<file path="src/rtl/seq_word_assembler_if.sv">
// Serial-bit / assembled-word bus for seq_word_assembler.
// Carries parity_err only when PARITY_CHECK_EN is defined.
interface seq_word_assembler_if #(
  parameter int unsigned WIDTH = 16,
  parameter int unsigned CNT_W = 3
);
  localparam int unsigned BCW = $clog2(WIDTH) + 1;

  logic             bit_in;
  logic             bit_valid;
  logic [WIDTH-1:0] word_out;
  logic             word_valid;
  logic             word_ready;
  logic [CNT_W-1:0] word_count;
  logic             overflow;
  logic [BCW-1:0]   bit_cnt;
`ifdef PARITY_CHECK_EN
  logic             parity_err;
`endif

  modport slave (
    input  bit_in, bit_valid, word_ready,
`ifdef PARITY_CHECK_EN
    output parity_err,
`endif
    output word_out, word_valid, word_count, overflow, bit_cnt
  );

  modport master (
    output bit_in, bit_valid, word_ready,
`ifdef PARITY_CHECK_EN
    input  parity_err,
`endif
    input  word_out, word_valid, word_count, overflow, bit_cnt
  );
endinterface

</file>
<file path="src/rtl/seq_word_assembler.sv">
// Serial-to-parallel word assembler (MSB first) with a one-entry valid/ready output buffer.
// Optional PARITY_CHECK_EN: each frame carries a trailing even-parity bit; bad frames are dropped and flagged.
module seq_word_assembler #(
  parameter int unsigned WIDTH = 16,
  parameter int unsigned CNT_W = 3
) (
  input logic                clk,
  input logic                rst,
  seq_word_assembler_if.slave bus
);
  localparam int unsigned BCW = $clog2(WIDTH) + 1;
`ifdef PARITY_CHECK_EN
  localparam int unsigned FRAME = WIDTH + 1;
`else
  localparam int unsigned FRAME = WIDTH;
`endif
  // The shift register only keeps the bits still needed once the frame's last bit arrives.
  localparam int unsigned SW = FRAME - 1;

  typedef enum logic {EMPTY, FULL} buf_state_t;

  buf_state_t       buf_st;
  logic [SW-1:0]    shreg;
  logic [WIDTH-1:0] word_q;
  logic             word_valid_q;
  logic [CNT_W-1:0] count_q;
  logic             ovf_q;
  logic [BCW-1:0]   bit_cnt_q;
`ifdef PARITY_CHECK_EN
  logic             parity_err_q;
`endif

  logic [FRAME-1:0] shifted;
  logic [WIDTH-1:0] next_word;
  logic             last_bit;
  logic             drain;
  logic             word_ok;

  always_comb begin
    shifted  = {shreg, bus.bit_in};
    last_bit = bus.bit_valid && (bit_cnt_q == BCW'(FRAME - 1));
    drain    = (buf_st == FULL) && bus.word_ready;
`ifdef PARITY_CHECK_EN
    next_word = shreg;
    word_ok   = ~^shifted;
`else
    next_word = shifted;
    word_ok   = 1'b1;
`endif
  end

  always_ff @(posedge clk) begin
    if (rst) begin
      buf_st       <= EMPTY;
      shreg        <= '0;
      word_q       <= '0;
      word_valid_q <= 1'b0;
      count_q      <= '0;
      ovf_q        <= 1'b0;
      bit_cnt_q    <= '0;
`ifdef PARITY_CHECK_EN
      parity_err_q <= 1'b0;
`endif
    end else begin
      if (bus.bit_valid) begin
        shreg     <= shifted[SW-1:0];
        bit_cnt_q <= last_bit ? '0 : bit_cnt_q + BCW'(1);
      end

      if (drain) begin
        buf_st       <= EMPTY;
        word_valid_q <= 1'b0;
        count_q      <= count_q + CNT_W'(1);
      end

      // A load on a draining edge overrides the EMPTY transition above.
      if (last_bit && word_ok) begin
        if (buf_st == EMPTY || drain) begin
          buf_st       <= FULL;
          word_valid_q <= 1'b1;
          word_q       <= next_word;
        end else begin
          ovf_q <= 1'b1;
        end
      end

`ifdef PARITY_CHECK_EN
      parity_err_q <= last_bit && !word_ok;
`endif
    end
  end

  assign bus.word_out   = word_q;
  assign bus.word_valid = word_valid_q;
  assign bus.word_count = count_q;
  assign bus.overflow   = ovf_q;
  assign bus.bit_cnt    = bit_cnt_q;
`ifdef PARITY_CHECK_EN
  assign bus.parity_err = parity_err_q;
`endif
endmodule

</file>
<file path="src/flat_wrapper.sv">
// flat-port wrapper written by rule: the top's interface ports become plain ports
module seq_word_assembler_flat 
#(
  parameter int unsigned WIDTH = 16,
  parameter int unsigned CNT_W = 3
)
  (clk, rst, bus_bit_in, bus_bit_valid, bus_word_ready, bus_word_out, bus_word_valid, bus_word_count, bus_overflow, bus_bit_cnt);
  seq_word_assembler_if #(.WIDTH(WIDTH), .CNT_W(CNT_W)) bus_i ();
  input logic clk;
  input logic rst;
  input wire logic [$bits(bus_i.bit_in)-1:0] bus_bit_in;
  input wire logic [$bits(bus_i.bit_valid)-1:0] bus_bit_valid;
  input wire logic [$bits(bus_i.word_ready)-1:0] bus_word_ready;
  output wire logic [$bits(bus_i.word_out)-1:0] bus_word_out;
  output wire logic [$bits(bus_i.word_valid)-1:0] bus_word_valid;
  output wire logic [$bits(bus_i.word_count)-1:0] bus_word_count;
  output wire logic [$bits(bus_i.overflow)-1:0] bus_overflow;
  output wire logic [$bits(bus_i.bit_cnt)-1:0] bus_bit_cnt;
  assign bus_i.bit_in = bus_bit_in;
  assign bus_i.bit_valid = bus_bit_valid;
  assign bus_i.word_ready = bus_word_ready;
  assign bus_word_out = bus_i.word_out;
  assign bus_word_valid = bus_i.word_valid;
  assign bus_word_count = bus_i.word_count;
  assign bus_overflow = bus_i.overflow;
  assign bus_bit_cnt = bus_i.bit_cnt;
  seq_word_assembler #(.WIDTH(WIDTH), .CNT_W(CNT_W)) u_core (.clk(clk), .rst(rst), .bus(bus_i));
endmodule
</file>
<file path="config.mk">
export PLATFORM = sky130hd
export DESIGN_NAME = seq_word_assembler_flat
export DESIGN_NICKNAME = d
export VERILOG_FILES = /design/src/rtl/seq_word_assembler_if.sv /design/src/rtl/seq_word_assembler.sv /design/src/flat_wrapper.sv
export SDC_FILE = /design/constraint.sdc
export NUM_CORES = 1
export LEC_CHECK = 0
export CORE_MARGIN = 5
export CORE_UTILIZATION = 45
export CTS_CLUSTER_DIAMETER = 30
export DETAILED_ROUTE_END_ITERATION = 6
export MAX_ROUTING_LAYER = met4
export PLACE_DENSITY_LB_ADDON = 0.15
export SLEW_MARGIN = 25
export SYNTH_ARGS = -nofsm -noshare
export SYNTH_HDL_FRONTEND = slang
export SYNTH_SLANG_ARGS = --single-unit
</file>
<file path="constraint.sdc">
create_clock -name clk -period 1.3 [get_ports clk]
set_input_delay 0.26 -clock clk [delete_from_list [all_inputs] [get_ports clk]]
set_output_delay 0.26 -clock clk [all_outputs]
set_load 0.02 [all_outputs]
</file>
# Word-level counts from Yosys, hierarchy flattened
# Index checks and enable logic that the tools add are counted.
[totals]
in_bits = 5
ff_bits = 42
output_inout_bits = 26
[classes]
mux = 7
addsub = 2
bitwise = 2
n_reduce_logical = 5
n_eq_ne = 1
[op_table]
columns = ["op", "n"]
rows = [
  ["1-bit two-way mux", 6],
  ["5-bit by 1-bit adder with 5-bit output (second input constant)", 1],
  ["5-bit by 4-bit equality test with 1-bit output (second input constant)", 1],
  ["5-bit two-way mux", 1],
  ["2-bit AND reduction", 2],
  ["3-bit by 1-bit adder with 3-bit output (second input constant)", 1],
  ["1-bit logical AND", 2],
  ["1-bit NOT", 2],
  ["1-bit logical OR", 1],
]

# Logic depth before layout (Yosys ltp)
# Gate-level depths: netlist of run 1.
[depth]
ltp_word = 4
ltp_mapped = 6

# Least setup slack after synthesis of run 1
# OpenSTA, ideal clock, no wires.
[synth_path]
path_kind = "flip-flop to flip-flop"
from = "reg u_core.bit_cnt_q[0], in the netlist u_core.bus.bit_cnt[0]"
to = "reg u_core.word_q[10], in the netlist u_core.bus.word_out[10]"
stages_incl_launch_ff = 7
n_path_buf = 2
t_arrival_ns = 1.538
period_less_slack_ns = 1.610
setup_ns = 0.072
setup_slack_ns = -0.310
cell_sequence = "dfxtp_1 ha_1 nand4_2 nor3b_2 buf_4 buf_8 mux2i_1"
[synth_via]
elab_chain_cells = 3
[synth_lines]
columns = ["item", "line_no", "source"]
rows = [
  ["start: declaration", "seq_word_assembler.sv:28", "logic [BCW-1:0] bit_cnt_q;"],
  ["start signal: assignment", "seq_word_assembler.sv:67", "bit_cnt_q <= last_bit ? '0 : bit_cnt_q + BCW'(1);"],
  ["5-bit by 4-bit equality test with 1-bit output", "seq_word_assembler.sv:41", "last_bit = bus.bit_valid && (bit_cnt_q == BCW'(FRAME - 1));"],
  ["1-bit logical AND", "seq_word_assembler.sv:41", ""],
  ["2-bit AND reduction (no line)", "--", ""],
  ["end signal: assignment", "seq_word_assembler.sv:81", "word_q <= next_word;"],
  ["end: declaration", "seq_word_assembler.sv:24", "logic [WIDTH-1:0] word_q;"],
]
# No other way between the ends.
# A chain may end at the register's enable or synchronous reset.

# Worst setup path in the final report of run 1
[layout_path]
from = "reg u_core.bit_cnt_q[1], in the netlist u_core.bus.bit_cnt[1]"
to = "reg u_core.word_q[6], in the netlist u_core.bus.word_out[6]"
# Same word-level chain as after synthesis.

==> results.tsv, run 1 <==
metric	value	unit
status	finished, violations left	
violated checks	setup timing	
commonest non-fill, non-tap cells in the layout	dfxtp_1, nand2_1, mux2i_1	
largest fanout on the critical path	8	
share of cells above drive strength 1	0.271	
Power Density	999	nW/um2
Worst EP required	1.57	ns
Rel. slew slack	0.867	
largest net degree at the start of global routing	22	
Area Growth Syn to Fin	29.6	%
routed vias	1267	
number of global-route vias before repair	1263	
CP Buf/Inv Count	1	
syn_nets	173	
fin cells	256	
RSZ-0062 raised after global routing	true	
P_leak	0.852	nW
vias per std cell	4.95	
Die H	70.1	um
Yosys cell types	28	
Inst Count DP	246	
Synth Register Bits	42	
CTS clk-pin slew, worst paths	0.11	ns
CTS Buf Count	5	
I/O Buffers	30	
Clock Path Buffers	2	
DRC errors left	0	
RD Place Congestion	0.769	
pre-CTS setup slack	-0.353	ns
initial DRC count	51	
HP Class	register to register	
total congestion overflow	0	
Avg Inst Size Synth	9.78	um2
max incr delay on CP	0.39	ns
CTS Sinks	42	
drt pass-1 iters	4	
Final nets	216	
DP Wirelength	2290	um
Routed Antenna Nets	0	
Worst Path Class, Setup	register to register	
Critical Path AT	1.59	ns
TritonCTS clock tree	done	
ant diodes	0	
post-cts hold buffer count	0	
cells along the critical path	ha_4 > nand4_4 > nor3b_4 > buf_6 > mux2i_1	
clock skew	0.0115	ns
Netlist Area Pre-Place	1620	um2
die area	4910	um2
Final setup viols	2	
Starting Density	0.475	
setup slack after layout	-0.0251	ns
slew of the pin with the lowest slew margin	0.199	ns
Slew Limit Fails	0	
Largest delay share family, worst path	flip-flops	
slowest CP cell	dfxtp_4	
Boundary Pins	31	
Routed WL per cell	12.8	um
clock root cell	clkbuf_4	
Final Critical Period	1.33	ns
MaxCap Viol Count	0	
CP endpoint kind	register	
sequential element share of the synthesized area	0.518	
most common cell after layout, fill and taps aside	dfxtp_1	
global-route wire length before repair	5610	um
initial antenna violation count	0	
cell count after synthesis	166	
Site Rows	21	
Skew-Pair Late Insertion Delay	0.35	ns
Tcrit/Tclk final	1.02	
GRT Total Usage	0.145	
critical path launch point type	register	
drt total wl	3290	um
die width	70.1	um
CTS H-tree depth	2	
Peak supply drop	0.656	mV
Fin. Hold Viols	0	
Highest Clock Rate	755	MHz
floorplan core area	3420	um2
Ys Warns	0	
per-layer routing:
metal,GRT usage,part of all wire
met1,0.162,0.46
met2,0.237,0.48
met3,0.0488,0.047
met4,0.0574,0.013
met5,-,0
through the flow:
step	setup TNS, ns	hold WS (ns)	util	total power [mW]	area [um2]
after floorplan	-0.856	0.332	-	1.40	1650
after global placement	-8.85	0.442	0.612	1.47	2090
after detailed placement	-9.40	0.449	0.612	1.47	2090
after CTS	-0.190	0.466	0.633	2.12	2160
after global routing	-1.47	0.491	0.616	2.19	2100
final	-0.0398	0.465	0.616	2.10	2100
worst min-delay path, stage by stage (launching register included):
cell,delay (ns)
dfxtp_1,0.33
nand2_1,0.05
mux2i_1,0.05
cell usage after synthesis:
cell type,count,area share
a21oi_1,2,0.0062
and3_1,1,0.0039
clkbuf_1,5,0.012
ha_1,2,0.015
and2_1,1,0.0039
o21a_1,1,0.0046
nand3_1,2,0.0062
inv_1,1,0.0023
nand4_2,1,0.0077
nand3b_1,1,0.0046
mux2i_1,31,0.19
o21ai_0,2,0.0062
buf_4,1,0.0046
dfxtp_1,42,0.52
inv_2,1,0.0023
nand2_1,35,0.081
nand2b_1,3,0.012
nor3b_2,1,0.0077
nor3b_1,1,0.0046
nand4_1,1,0.0039
buf_2,2,0.0062
buf_8,1,0.0092
o221a_1,1,0.0069
nor2_1,19,0.044
xor2_1,4,0.022
o22ai_1,1,0.0039
nor3_1,2,0.0062
o211ai_1,1,0.0046
logic make-up after synthesis:
group / synth area share
AO/OA/AOI/OAI: 0.0324
multiplexers: 0.191
buffers and inverters: 0.0362
AND/OR/NAND/NOR: 0.185
flip-flops: 0.518
adder cells (fa/ha/maj): 0.0154
XOR/XNOR: 0.0216
power by group:
part | total (mW) | switching [mW] | internal [mW]
Sequential | 1.30 | 0.0116 | 1.29
Combinational | 0.140 | 0.0712 | 0.0685
Clock | 0.659 | 0.397 | 0.262
flip-flops by register name, indices dropped and copies added (netlist names):
register               cells
u_core.bus.word_out       16
u_core.bus.word_valid      1
u_core.bus.word_count      3
u_core.bus.overflow        1
u_core.shreg              15
u_core.buf_st              1
u_core.bus.bit_cnt         5
path summary, 6_finish.rpt:
| path | slack (ns) | depth (start not counted) | from | endpoint |
|---|---|---|---|---|
| min reg2reg | 0.46 | 2 | u_core.bus.word_out[10] | u_core.bus.word_out[10] |
| max reg2reg | -0.03 | 5 | u_core.bus.bit_cnt[1] | u_core.bus.word_out[6] |
| max | -0.03 | 5 | u_core.bus.bit_cnt[1] | u_core.bus.word_out[6] |
| min | 0.46 | 2 | u_core.bus.word_out[10] | u_core.bus.word_out[10] |
layout make-up:
| type | count | area, um2 |
|---|---|---|
| fillers | 325 | 1310 |
| flip-flops and latches | 42 | 858 |
| multi-input cells | 113 | 758 |
| repair buffers | 45 | 362 |
| well taps | 46 | 57.6 |
| clock buffers | 7 | 55.1 |
| inverters | 2 | 7.51 |
| clock inverters | 1 | 5.00 |
repair_timing:
action,in CTS,in global routing
pin swaps,1,0
endpoints found under the setup margin,42,41
gates cloned,0,0
buffers inserted,1,1
gates resized for setup,53,32
No activity file was read; power rests on OpenSTA's default activity.
==> run 2, diff against run 1 <==
--- a/config.mk
+++ b/config.mk
@@ -6,9 +6,10 @@
 export NUM_CORES = 1
 export LEC_CHECK = 0
 export CORE_MARGIN = 5
-export CORE_UTILIZATION = 45
+export CORE_UTILIZATION = 54
 export CTS_CLUSTER_DIAMETER = 30
 export DETAILED_ROUTE_END_ITERATION = 6
+export DONT_BUFFER_PORTS = 1
 export MAX_ROUTING_LAYER = met4
 export PLACE_DENSITY_LB_ADDON = 0.15
 export SLEW_MARGIN = 25
==> results.tsv, run 2 (synthesis results as in run 1) <==
metric	value	unit	change
status	finished, violations left		
violated checks	setup timing		
cells along the critical path	ha_4 > nand4_4 > nor3b_4 > buf_6 > mux2i_1		
Routed WL per cell	14.1	um	+9.6%
pre-CTS setup slack	-0.0443	ns	+0.309 ns
largest net degree at the start of global routing	23		+4.5%
total congestion overflow	0		unchanged
Final Critical Period	1.34	ns	+0.0171 ns
GRT Total Usage	0.159		+0.0149
TritonCTS clock tree	done		
share of cells above drive strength 1	0.169		-0.103
routed vias	1132		-11%
ant diodes	0		unchanged
DP Wirelength	2030	um	-11%
CTS H-tree depth	2		unchanged
largest fanout on the critical path	6		-2
initial DRC count	61		+20%
fin area	1840	um2	-12%
clock skew	0.00788	ns	-0.00366 ns
Worst EP required	1.57	ns	about the same
max reg flops	16		unchanged
placed inst area	1740	um2	-17%
Final nets	184		-15%
CP endpoint kind	register		
Site Rows	19		-9.5%
MaxCap Viol Count	0		unchanged
CP Buf/Inv Count	1		unchanged
floorplan core area	2830	um2	-17%
initial antenna violation count	0		unchanged
global-route wire length before repair	5000	um	-11%
Boundary Pins	31		unchanged
Routed Antenna Nets	0		unchanged
setup slack after layout	-0.0422	ns	-0.0171 ns
RD Place Congestion	0.740		-3.7%
Starting Density	0.574		+0.0985
slowest CP cell	dfxtp_4		
Power Density	1110	nW/um2	+11%
Tcrit/Tclk final	1.03		+0.0132
RSZ-0062 raised after global routing	true		
most common cell after layout, fill and taps aside	dfxtp_1		
number of global-route vias before repair	1102		-13%
slew of the pin with the lowest slew margin	0.809	ns	+0.610 ns
Hold WS	0.0406	ns	-0.424 ns
P_leak	0.716	nW	-16%
Skew-Pair Late Insertion Delay	0.35	ns	about the same
CTS clk-pin slew, worst paths	0.12	ns	about the same
# Post-CTS Setup Buffers	0		-1
Peak supply drop	0.690	mV	+5.2%
Rel. slew slack	0.461		-0.407
I/O Buffers	0		-100%
clock root cell	clkbuf_4		
CTS Buf Count	5		unchanged
Sum Neg Setup Slack	-0.108	ns	-0.0681 ns
Highest Clock Rate	745	MHz	-1.3%
die area	4200	um2	-14%
Area Growth Syn to Fin	13.6	%	
CTS Sinks	42		unchanged
critical path launch point type	register		
drt total wl	2940	um	-11%
DRC errors left	0		unchanged
Critical Path AT	1.62	ns	+0.03 ns
commonest non-fill, non-tap cells in the layout	dfxtp_1, nand2_1, mux2i_1		
Worst R2R Setup Slack	-0.04	ns	-0.02 ns
vias per std cell	5.42		+9.4%
Clock Path Buffers	2		unchanged
max incr delay on CP	0.38	ns	about the same
HP Class	primary input to register		
Final setup viols	9		+7
Die H	64.8	um	-7.5%
die width	64.8	um	-7.5%
Slew Limit Fails	0		unchanged
Fin. Hold Viols	0		unchanged
Largest delay share family, worst path	flip-flops		
Worst Path Class, Setup	register to register		
total power	2.05	mW	-2.7%
drt pass-1 iters	2		-2
## run 2: cell types whose count changed in the layout (fill, tap and decap cells not counted), sizes merged
cell           before  now
clkdlybuf4s50       4    0
clkbuf             23    7
clkdlybuf4s15       8    0
dlymetal6s4s        0    1
buf                17   12
## run 2: path summary, 6_finish.rpt
check,startpoint,endpoint,cells after the start
worst max-delay path,u_core.bus.bit_cnt[0],u_core.bus.word_out[8],5
worst min-delay path,bus_bit_in,u_core.bus.word_out[0],2
worst max register to register,u_core.bus.bit_cnt[0],u_core.bus.word_out[8],5
worst min register to register,u_core.shreg[14],u_core.bus.word_out[15],2
## run 2: final cells by class
cell class	count	area [um2]
fill	240	986
sequential	42	852
multi-input combinational	113	758
timing repair buffer	13	126
clock buffer	7	55.1
tap	31	38.8
inverter	2	7.51
clock inverter	1	5.00
## run 2: power breakdown
part | switching (mW) | internal [mW]
sequential | 0.00864 | 1.29
combinational | 0.0476 | 0.0384
clock | 0.394 | 0.262
## run 2: metal layers
metal	global-route usage	up-vias	part of all wire
met5	-	-	0
met4	0.0633	0	0.017
met3	0.0829	5	0.080
met2	0.253	21	0.48
met1	0.168	535	0.42
li1	-	571	-
## run 2: per-stage QoR
stage	util	cells
finish	0.651	209
global placement	0.614	199
global route	0.651	209
detailed placement	0.614	199
floorplan	-	166
CTS	0.646	209
## run 2: repair_timing
item | in CTS | in global routing
cloned | 1 | 0
hold buffers | 1 | 0
pin swaps | 2 | 0
endpoints found under the hold margin | 22 | 0
setup endpoints to repair | 16 | 19
resized for setup | 4 | 5
